$ cat config.mk
export PLATFORM = sky130hd
export DESIGN_NAME = uart_tx
export DESIGN_NICKNAME = d
export VERILOG_FILES = /design/src/rtl/uart_tx.sv
export SDC_FILE = /design/constraint.sdc
export NUM_CORES = 1
export LEC_CHECK = 0
export ABC_AREA = 1
export CORE_UTILIZATION = 53
export CTS_CLUSTER_SIZE = 24
export DETAILED_ROUTE_END_ITERATION = 10
export HOLD_SLACK_MARGIN = 0.05
export PLACE_DENSITY = 0.77
export SYNTH_ARGS = -nofsm -noshare
export SYNTH_HDL_FRONTEND = slang
export SYNTH_SLANG_ARGS = --single-unit
$ cat constraint.sdc
create_clock -name clk -period 1.99 [get_ports clk]
set_input_delay 0.398 -clock clk [delete_from_list [all_inputs] [get_ports clk]]
set_output_delay 0.398 -clock clk [all_outputs]
set_load 0.01 [all_outputs]
$ cat src/rtl/uart_tx.sv
// uart_tx: FIFO-fed UART transmit serializer (start, 8 data LSB first, optional parity, stop bits).
module uart_tx #(
  parameter int CLKS_PER_BIT = 16,
  parameter int PARITY_EN    = 0,
  parameter int PARITY_ODD   = 0,
  parameter int STOP_BITS    = 1
) (
  input  logic       clk,
  input  logic       reset,
  input  logic       tx_en,
  input  logic       fifo_empty,
  input  logic [7:0] fifo_data,
  output logic       fifo_rd_en,
  output logic       tx,
  output logic       busy,
  output logic       tx_done
);
  localparam int DW = (CLKS_PER_BIT > 2) ? $clog2(CLKS_PER_BIT) : 1;
  typedef enum logic [2:0] {IDLE, FETCH, LOAD, START, DATA, PARITY, STOP} state_t;
  state_t        state_q, state_d;
  logic [DW-1:0] div_q, div_d;
  logic [2:0]    bit_q, bit_d;
  logic [7:0]    sh_q, sh_d;
  logic          par_q, par_d, stop_q, stop_d, tx_q, tx_d;
  logic          bit_end, last_stop;
  assign bit_end    = div_q == DW'(CLKS_PER_BIT - 1);
  assign last_stop  = stop_q == 1'(STOP_BITS - 1);
  assign fifo_rd_en = state_q == FETCH;
  assign busy       = state_q != IDLE;
  assign tx_done    = (state_q == STOP) && bit_end && last_stop;
  assign tx         = tx_q;
  // next-state logic; tx is derived from the next state so the line is registered and aligned with state_q
  always_comb begin
    state_d = state_q;
    div_d   = div_q + DW'(1);
    bit_d   = bit_q;
    sh_d    = sh_q;
    par_d   = par_q;
    stop_d  = stop_q;
    case (state_q)
      IDLE: begin
        div_d = '0;
        if (tx_en && !fifo_empty) state_d = FETCH;
      end
      FETCH: begin
        div_d   = '0;
        state_d = LOAD;
      end
      LOAD: begin
        div_d   = '0;
        sh_d    = fifo_data;
        par_d   = ^fifo_data ^ 1'(PARITY_ODD);
        state_d = START;
      end
      START: if (bit_end) begin
        div_d   = '0;
        state_d = DATA;
      end
      DATA: if (bit_end) begin
        div_d = '0;
        bit_d = bit_q + 3'd1;
        if (bit_q == 3'd7) state_d = (PARITY_EN != 0) ? PARITY : STOP;
        else sh_d = {1'b0, sh_q[7:1]};
      end
      PARITY: if (bit_end) begin
        div_d   = '0;
        state_d = STOP;
      end
      STOP: if (bit_end) begin
        div_d   = '0;
        stop_d  = !last_stop;
        state_d = last_stop ? IDLE : STOP;
      end
      default: state_d = IDLE;
    endcase
    tx_d = (state_d == START) ? 1'b0 :
           (state_d == DATA) ? sh_d[0] :
           (state_d == PARITY) ? par_d : 1'b1;
  end
  // state and datapath registers; reset aborts any frame and forces the line high
  always_ff @(posedge clk or posedge reset) begin
    if (reset) begin
      state_q <= IDLE;
      div_q   <= '0;
      bit_q   <= '0;
      sh_q    <= '0;
      par_q   <= 1'b0;
      stop_q  <= 1'b0;
      tx_q    <= 1'b1;
    end else begin
      state_q <= state_d;
      div_q   <= div_d;
      bit_q   <= bit_d;
      sh_q    <= sh_d;
      par_q   <= par_d;
      stop_q  <= stop_d;
      tx_q    <= tx_d;
    end
  end
endmodule
Word level (Yosys, flattened, before mapping). Index checks and enable logic that the tools add are counted.

ROM bits: 0. Bits in writable memories: 0. Output and inout port bits: 4. Latch bits: 0. Bits of input ports: 12. Word-level logic and storage cells: 49. Memories: 0. Register bits after elaboration: 20.

Muxes and demuxes: 16. Bitwise gates (word level): 0. Divide/modulo/power cells: 0. Reduce and logical (&&, ||, !) cells: 11. Equal/unequal tests: 13. Order comparisons: 0. Shift operators: 0. Add/subtract/negate cells: 2. Multiply operators: 0.

Operator list (count): one-hot mux 3 bit (7 select lines) (1); equality test 3 bit (second input constant) (6); two-way mux 3 bit (6); two-way mux 8 bit (2); one-hot mux 8 bit (2 select lines) (1); equality test 3 x 2 -> 1 bit (second input constant) (3); one-hot mux 4 bit (2 select lines) (1); parity 8 bit (1); adder 4 x 1 -> 4 bit (second input constant) (1); equality test 4 bit (second input constant) (1); two-way mux 1 bit (4); two-way mux 4 bit (1); != test 2 bit (second input constant) (2); OR reduction 4 bit (1); adder 3 x 1 -> 3 bit (second input constant) (1); equality test 3 x 1 -> 1 bit (second input constant) (1); logical NOT 3 bit (1); AND reduction 3 bit (1); nonzero test 3 bit (1); OR reduction 3 bit (1); logical AND 1 bit (2); AND reduction 2 bit (1); nonzero test 2 bit (1); logical NOT 1 bit (1).

Longest topological paths before layout. Gate-level depths: netlist of run 1.

Depth after elaboration: 8. Gate-level depth with buffers: 11. Mapped depth without buffers: 11.

Worst setup path before layout of run 1. No wires, ideal clock.

Path kind: register to register. Start: register bit_q[0]. End: register tx_q (netlist: tx). Arrival: 1.419 ns. Buffers on the path: 0. Clock period less this slack: 1.492 ns. Setup slack: 0.498 ns. Cell stages (with the launch flop): 12. Setup time: 0.073 ns. Cell sequence: dfrtp_1 -> ha_1 -> ha_1 -> inv_1 -> nand2_1 -> nand2_1 -> nand2_1 -> nand2_1 -> nand2_1 -> nand3_1 -> a21oi_1 -> a21oi_1.

Elaborated cells on any way between the ends: 13.

RTL lines: from (decl) (RTL line 22) `logic [2:0] bit_q, bit_d;`; from (signal assigned) (RTL line 93) `bit_q <= bit_d;`; equality test 3 bit (RTL line 62) `if (bit_q == 3'd7) state_d = (PARITY_EN != 0) ? PARITY : STOP;`; two-way mux 8 bit (RTL line 62); two-way mux 8 bit (RTL line 59) `DATA: if (bit_end) begin`; one-hot mux 8 bit (2 select lines) (RTL line 40) `case (state_q)`; named net sh_d[0] (RTL line 23) `logic [7:0] sh_q, sh_d;`; two-way mux 1 bit (RTL line 77) `(state_d == DATA) ? sh_d[0] :`; two-way mux 1 bit (RTL line 76) `tx_d = (state_d == START) ? 1'b0 :`; named net tx_d (RTL line 24) `logic par_q, par_d, stop_q, stop_d, tx_q, tx_d;`; to (signal assigned) (RTL line 97) `tx_q <= tx_d;`; to (decl) (RTL line 24).

The timed path passes the listed nets, and every way through them passes these cells. The select of a mux whose other input is x is not followed. A chain may end at the register's enable or synchronous reset.

Worst setup path after layout of run 1.
Start: register div_q[0]. End: output port tx_done.

Word-level cells in the longest chain between the ends: 2.

RTL lines: from (decl) (RTL line 21) `logic [DW-1:0] div_q, div_d;`; from (signal assigned) (RTL line 92) `div_q <= div_d;`; equality test 4 bit (RTL line 26) `assign bit_end = div_q == DW'(CLKS_PER_BIT - 1);`; logical AND 1 bit (RTL line 30) `assign tx_done = (state_q == STOP) && bit_end && last_stop;`; to (decl) (RTL line 16) `output logic tx_done`.

Every way passes these cells.

==> results.md, run 1 <==
* Worst setup slack before clock tree synthesis at 0.232 ns
* Post-synthesis compound-gate area fraction at 6.05%
* Overall die height at 49.6 um
* Result of the run: finished clean
* Cell types occupying the most area after synthesis: sky130_fd_sc_hd__dfrtp_1 40%, sky130_fd_sc_hd__nand2_1 14%, sky130_fd_sc_hd__inv_1 6.3%, sky130_fd_sc_hd__nand3_1 5.8%, sky130_fd_sc_hd__nor2_1 4.1%
* Syn_area_per_cell at about 7.7 sq um
* Number of violations of the max-capacitance limit at 0
* Most instantiated library cell after synthesis: sky130_fd_sc_hd__nand2_1
* Critical path endpoint category: output port
* Count of final hold-check violations at 0
* Synth Area in Simple Gates at ~36%
* GR Overflow Total at 0
* Finished Cell Area at 1460 sq um
* Path depth of the worst reg2reg path at 9
* Number of flops mapped to enable cells by yosys at 0
* RSZ-0062 raised after global routing: false
* Synthesis-to-finish area growth at 21.3%
* Area share of the leading cell type in the synthesized netlist at 39.6%
* Number of buffers inserted by hold repair at cts at 0
* Multiplexer fraction of the synthesized cell area at 1.88%
* P_leak at 0.763 nW
* Critical path peak fanout at 3
* Routing layer with the top usage in global route: met2
* Routed Wire Length at 2.30 mm
* Final estimated routing congestion in global placement at 0.810
* Via count normalized by instance count at 5.03
* Total via count in the routed design at about 1000
* Total die area at 2460 sq um
* Prevailing post-synth register cell: sky130_fd_sc_hd__dfrtp_1
* Number of buffers between clock root and the deepest sink at 2
* Core Box Area at 2040 sq um
* Launching element of the worst setup path: div_q[0]$_DFF_PP0_
* Endpoint of the worst setup timing path: tx_done
* Initial Util at about three fifths
* Critical path class: reg2out
* Final total negative setup slack at 0 ns
* Final worst-path cycle share at approximately nine tenths
* Global-route track usage on met1 at 24.6%
* Worst setup slack for register-to-register paths at around 0.40 ns
* Clock buffers created by TritonCTS at 3
* Area after detailed placement at around 1400 sq um
* Initial antenna violation count at 0
* Count of clock tree sinks at 20
* Met3 track demand over resource at roughly 3.4%
* Required time reported for the critical path endpoint at 1.59 ns
* Share of synthesized flip-flops with an asynchronous set or reset at 100%
* Synthesized netlist cell count at 155
* Global Route Usage Sum at 22.8%
* Terminus of the critical flop-to-flop path: sh_q[6]$_DFFE_PP0P_
* Dominant combinational cell family by area after synthesis: simple AND/OR/NAND/NOR gates
* Final-report setup violation count at 0
* Yosys Warn Count at 0
* Power Total at about 700 uW
* Worst skew pair latency at 0.31 ns
* Class of the tightest hold or removal check: in2async
* Number of antenna repair diodes at 0
* Port-buffer cells at 15
* R2r startpoint: div_q[0]$_DFF_PP0_
* Die Wd at 49.6 um
* Worst Tran Pin Value at 0.242 ns
* Number of flip-flops and latches in the synthesized netlist at 20
* Average wire per standard cell at 11.2 um
* Worst IR drop on VDD at slightly below 500 uV
* Clk slew on worst S/H paths at 0.10 ns
* Clock root cell: sky130_fd_sc_hd__clkbuf_4
* Cell Area, Synth at 1200 sq um
* Parity-gate share of the synthesized area counting xor and xnor cells at 3.65%
* Total half-perimeter wirelength after legalization and detailed placement at 1.80 mm
* Std-Cell Rows at 16
* Fraction of the mapped netlist area in adder cells at 3.13%
* Final hold slack at 0.385 ns
* Top cell type by total area after synthesis: sky130_fd_sc_hd__dfrtp_1
* Clock tree from TritonCTS: built
* Filler instances at 180
* Sequential fraction of the synthesis area at 41.8%
* Kind of launch point of the worst setup path: flop
* Number of pins exceeding their max-slew limit in the final report at 0
* H-tree level count at 1
* Cell types with the highest counts after synthesis: 46 x sky130_fd_sc_hd__nand2_1, 20 x sky130_fd_sc_hd__inv_1, 19 x sky130_fd_sc_hd__dfrtp_1
* Achievable clock frequency at 0.555 GHz
* Global routing met2 resource utilization at about two fifths
* Number of global-route vias before repair at 1003
* Layout Nets at 195
* Largest net degree at the start of global routing at 21
* CP arrival at roughly 1.4 ns
* Nets in the synthesized netlist at 170
* Worst Slack Setup Final at 0.187 ns
* Number of antenna-violating nets in the routed design at 0
* Fraction of final layout cells with drive strength greater than 1 at between 15 and 20%
* Power density over the cells at 488 nW/um^2
* Final min period at between 1.5 and 2 ns
* Global-route wire length before repair at around 4.2 mm
* Setup skew after layout at 0.00274 ns
* DRC errors left at 0
* Number of unique standard cell types used by synthesis at 27
* Initial DRT Pass Iterations at 4
* First DRT Iteration DRCs at 21
* Remaining max-slew budget at the tightest pin at 83.9%
* Number of top-level design ports at 16
-- repair_timing --
| item | in CTS | in global routing |
|---|---|---|
| setup buffers | 0 | 2 |
| hold endpoints to repair | 0 | 0 |
| setup endpoints to repair | 3 | 2 |
| gates resized for setup | 3 | 3 |
-- where the power goes --
| group | leakage [nW] | switching, mW | internal, mW |
|---|---|---|---|
| logic | 0.522 | 0.0417 | 0.0428 |
| clock network | 0.0150 | 0.124 | 0.0785 |
| registers | 0.226 | 0.00502 | 0.419 |
-- cells by family after synthesis --
| kind of cell | Yosys count |
|---|---|
| AOI/OAI and AO/OA | 10 |
| muxes | 2 |
| DFF | 20 |
| buffers and inverters | 25 |
| and+or+nand+nor | 90 |
| xor gates and xnor gates | 5 |
| adders and majority gates | 3 |
-- sequential cells by signal, indices dropped and copies added, names as in the netlist --
| signal | cells |
|---|---|
| bit_q | 3 |
| tx | 1 |
| state_q | 3 |
| div_q | 4 |
| par_q | 1 |
| sh_q | 8 |
-- worst min-delay path by stage --
stage,slack [ns],cells after the start,endpoint
2_1_floorplan,0.36,1,bit_q[0]$_DFFE_PP0P_
3_3_place_gp,0.44,1,div_q[0]$_DFF_PP0_
3_5_place_dp,0.45,1,div_q[0]$_DFF_PP0_
4_1_cts,0.39,3,bit_q[1]$_DFFE_PP0P_
5_1_grt,0.47,3,sh_q[6]$_DFFE_PP0P_
6_report,0.39,3,sh_q[6]$_DFFE_PP0P_
-- per-stage QoR --
stage | instances | util [%]
5_1_grt | 206 | 71.3
6_report | 206 | 71.3
3_5_place_dp | 200 | 68.9
2_1_floorplan | 155 | -
4_1_cts | 204 | 70.2
3_3_place_gp | 200 | 68.9
-- layout make-up --
cell class / instances / area [sq um] / area share, %
Tap cell: 27 / 33.8 / 2.32
Inverter: 25 / 93.8 / 6.45
Clock buffer: 4 / 26.3 / 1.81
Sequential cell: 20 / 505 / 34.7
Timing Repair Buffer: 20 / 191 / 13.2
Multi-Input combinational cell: 110 / 604 / 41.5
-- cell usage in the layout, fill, tap and decap left out --
master,synthesis,final
sky130_fd_sc_hd__a21oi_1,4,4
sky130_fd_sc_hd__and2_1,1,1
sky130_fd_sc_hd__buf_4,0,5
sky130_fd_sc_hd__clkbuf_1,0,1
sky130_fd_sc_hd__clkbuf_4,0,3
sky130_fd_sc_hd__clkdlybuf4s50_1,0,12
sky130_fd_sc_hd__dfrtp_1,19,16
sky130_fd_sc_hd__dfrtp_2,0,3
sky130_fd_sc_hd__dfstp_2,1,1
sky130_fd_sc_hd__dlygate4sd2_1,0,1
sky130_fd_sc_hd__dlymetal6s2s_1,0,2
sky130_fd_sc_hd__ha_1,3,3
sky130_fd_sc_hd__inv_1,20,20
sky130_fd_sc_hd__inv_2,5,5
sky130_fd_sc_hd__mux2_2,2,2
sky130_fd_sc_hd__nand2_1,46,46
sky130_fd_sc_hd__nand2_2,4,4
sky130_fd_sc_hd__nand2_4,1,1
sky130_fd_sc_hd__nand3_1,14,14
sky130_fd_sc_hd__nand3_2,3,3
sky130_fd_sc_hd__nand3_4,1,1
sky130_fd_sc_hd__nand4_1,1,1
sky130_fd_sc_hd__nor2_1,13,13
sky130_fd_sc_hd__nor2_2,2,2
sky130_fd_sc_hd__nor2_4,1,1
sky130_fd_sc_hd__nor3_1,2,2
sky130_fd_sc_hd__o211ai_1,2,2
sky130_fd_sc_hd__o21a_1,1,1
sky130_fd_sc_hd__o221ai_1,1,1
sky130_fd_sc_hd__o221ai_2,1,1
sky130_fd_sc_hd__o22ai_1,1,1
sky130_fd_sc_hd__or2_1,1,1
sky130_fd_sc_hd__xnor2_1,2,2
sky130_fd_sc_hd__xor2_1,3,3
-- metal layers --
metal,up-vias,routed length (um),part of all wire (%)
li1,535,-,-
met1,474,931,40
met2,22,1250,54
met3,5,71,3.1
met4,0,51,2.2
met5,-,0,0
-- critical path: stages, from the launching register on --
cell	delay (ns)
sky130_fd_sc_hd__dfrtp_1	0.38
sky130_fd_sc_hd__ha_1	0.20
sky130_fd_sc_hd__nand3_2	0.08
sky130_fd_sc_hd__nor3_1	0.15
sky130_fd_sc_hd__dlygate4sd2_1	0.29
Power figures use the tool's default switching activity.
==> run 2: changes to the inputs <==
Settings changed: CORE_ASPECT_RATIO set to 1.5, MAX_ROUTING_LAYER set to met4.
==> results.md, run 2 (synthesized netlist as in run 1, its figures left out) <==
* Filler instances at about 180
* Final total negative setup slack at 0 ns
* Number of buffers inserted by hold repair at cts at 0
* Final worst-path cycle share at between 80% and 90%
* Area after detailed placement at 1390 sq um
* Cells along the critical path: ha_1, nand3_2, nor3_1, dlygate4sd2_1
* H-tree level count at 1
* Worst Slack Setup Final at about 0.21 ns
* Worst skew pair latency at roughly 0.30 ns
* Most frequent standard cell in the layout excluding fill and tap cells: sky130_fd_sc_hd__nand2_1
* Average wire per standard cell at 11.9 um
* Number of buffers between clock root and the deepest sink at 2
* First DRT Iteration DRCs at 39
* Overall die height at 60.3 um
* Total die area at around 2500 sq um
* Largest registers: sh_q: 8 flops, div_q: 4 flops
* Global Route Usage Sum at 24.9%
* Worst setup slack before clock tree synthesis at 0.258 ns
* Slowest stage cell, crit path: sky130_fd_sc_hd__dfrtp_1
* Required time reported for the critical path endpoint at 1.59 ns
* DRC errors left at 0
* Cell class contributing the biggest share of worst-path delay: flip-flops
* Clock tree from TritonCTS: built
* Register bank with the most flops: sh_q
* Stage delay of the slowest cell on the critical path at 0.39 ns
* Final instance count without filler cells at 199
* Number of top-level design ports at 16
* Via count normalized by instance count at between 5 and 6
* Count of final hold-check violations at 0
* Critical path depth at 4
* Port-buffer cells at 15
* Total via count in the routed design at 1056
* Largest net degree at the start of global routing at 21
* Synthesis-to-finish area growth at 21.7%
* Fraction of the core area covered by cells at the end of the flow at approximately 70%
* Initial antenna violation count at 0
* R2r startpoint: bit_q[0]$_DFFE_PP0P_
* Most frequent cells in the layout: 46 x sky130_fd_sc_hd__nand2_1, 20 x sky130_fd_sc_hd__inv_1, 16 x sky130_fd_sc_hd__dfrtp_1, 14 x sky130_fd_sc_hd__nand3_1, 13 x sky130_fd_sc_hd__nor2_1
* Std-Cell Rows at 20
* GR Overflow Total at 0
* Clock buffers created by TritonCTS at 3
* Number of antenna-violating nets in the routed design at 0
* Max reg flops at 8
* Worst Tran Pin Value at 0.257 ns
* Worst setup slack for register-to-register paths at about 0.30 ns
* Achievable clock frequency at 0.563 GHz
* Sum of buffers and inverters on the critical path at 1
* Worst IR drop on VDD at 396 uV
* Final-report setup violation count at 0
* Result of the run: finished clean
* Clock root cell: sky130_fd_sc_hd__clkbuf_4
* RSZ-0062 raised after global routing: false
* Initial Util at 57.8%
* Critical path peak fanout at 3
* Routed Wire Length at 2.37 mm
* Number of violations of the max-capacitance limit at 0
* Remaining max-slew budget at the tightest pin at 82.8%
* Path depth of the worst reg2reg path at 11
* Final min period at 1.78 ns
* Terminus of the critical flop-to-flop path: tx$_DFF_PP1_
* Fraction of final layout cells with drive strength greater than 1 at 17.5%
* Number of pins exceeding their max-slew limit in the final report at 0
* Critical path class: reg2out
* Final hold slack at about 0.4 ns
* DP Cell Count at 194
* Setup skew after layout at 0.00650 ns
* Critical path endpoint category: output port
* Finished Cell Area at 1460 sq um
* Kind of launch point of the worst setup path: flop
* Clk slew on worst S/H paths at 0.12 ns
* Power density over the cells at 576 nW/um^2
* Core Box Area at 2080 sq um
* Class of the tightest hold or removal check: in2async
* Final estimated routing congestion in global placement at around 0.74
* Number of antenna repair diodes at 0
* CP arrival at about 1.4 ns
* Die Wd at 40.9 um
* P_leak at 0.767 nW
* Global-route wire length before repair at 4.11 mm
* Power Total at 841 uW
* Number of global-route vias before repair at 1044
* Initial DRT Pass Iterations at 6
* Total half-perimeter wirelength after legalization and detailed placement at 1.87 mm
* Layout Nets at 193
* Count of clock tree sinks at 20
==> run 2: cell count changes in the layout (fill, tap and decap cells not counted) <==
| cell | change |
|---|---|
| sky130_fd_sc_hd__buf_4 | -2 |
| sky130_fd_sc_hd__clkbuf_1 | -1 |
| sky130_fd_sc_hd__bufinv_16 | +1 |
==> run 2: worst register-to-register path, stage by stage, from the launching register on <==
cell                      delay [ns]
sky130_fd_sc_hd__dfrtp_1        0.41
sky130_fd_sc_hd__ha_1           0.20
sky130_fd_sc_hd__ha_1           0.22
sky130_fd_sc_hd__inv_1          0.20
sky130_fd_sc_hd__nand2_1        0.08
sky130_fd_sc_hd__nand2_1        0.06
sky130_fd_sc_hd__nand2_1        0.04
sky130_fd_sc_hd__nand2_1        0.05
sky130_fd_sc_hd__nand2_1        0.05
sky130_fd_sc_hd__nand3_1        0.10
sky130_fd_sc_hd__a21oi_1        0.07
sky130_fd_sc_hd__a21oi_1        0.15
==> run 2: final cells by class <==
| type | instances | area, sq um | share of cell area, % |
|---|---|---|---|
| clock buffer | 3 | 22.5 | 1.54 |
| clock inverter | 1 | 30.0 | 2.06 |
| inverter | 25 | 93.8 | 6.43 |
| multi-input combinational | 110 | 604 | 41.4 |
| sequential | 20 | 505 | 34.6 |
| tap | 22 | 27.5 | 1.89 |
| timing repair buffer | 18 | 176 | 12.1 |
==> run 2: repair_timing <==
item	4_1_cts	5_1_grt
setup endpoints to repair	3	2
setup buffers	0	1
endpoints found under the hold margin	0	0
resized for setup	3	3
cloned	0	0
==> run 2: where the power goes <==
part | internal, mW | total [mW] | leakage, nW | switching, mW
logic | 0.0428 | 0.0865 | 0.512 | 0.0437
clock network | 0.203 | 0.331 | 0.0279 | 0.127
registers | 0.419 | 0.424 | 0.226 | 0.00497
total | 0.665 | 0.841 | 0.767 | 0.176
==> run 2: how the worst max path moves through the flow <==
stage,slack (ns),start,to
2_1_floorplan,0.50,bit_q[0]$_DFFE_PP0P_,tx$_DFF_PP1_
3_3_place_gp,0.29,state_q[1]$_DFF_PP0_,tx_done
3_5_place_dp,0.26,state_q[1]$_DFF_PP0_,tx_done
4_1_cts,0.0002,state_q[0]$_DFF_PP0_,busy
5_1_grt,0.06,div_q[0]$_DFF_PP0_,tx_done
6_report,0.21,div_q[0]$_DFF_PP0_,tx_done
==> run 2: layer usage <==
layer  wire length (um)  GRT usage, %  vias to the layer above
met1                942          25.5                      490
met4                 71          12.9                        0
li1                   -             -                      535
met2               1290          42.4                       25
met3                 67          4.46                        6
met5                  0             -                        -
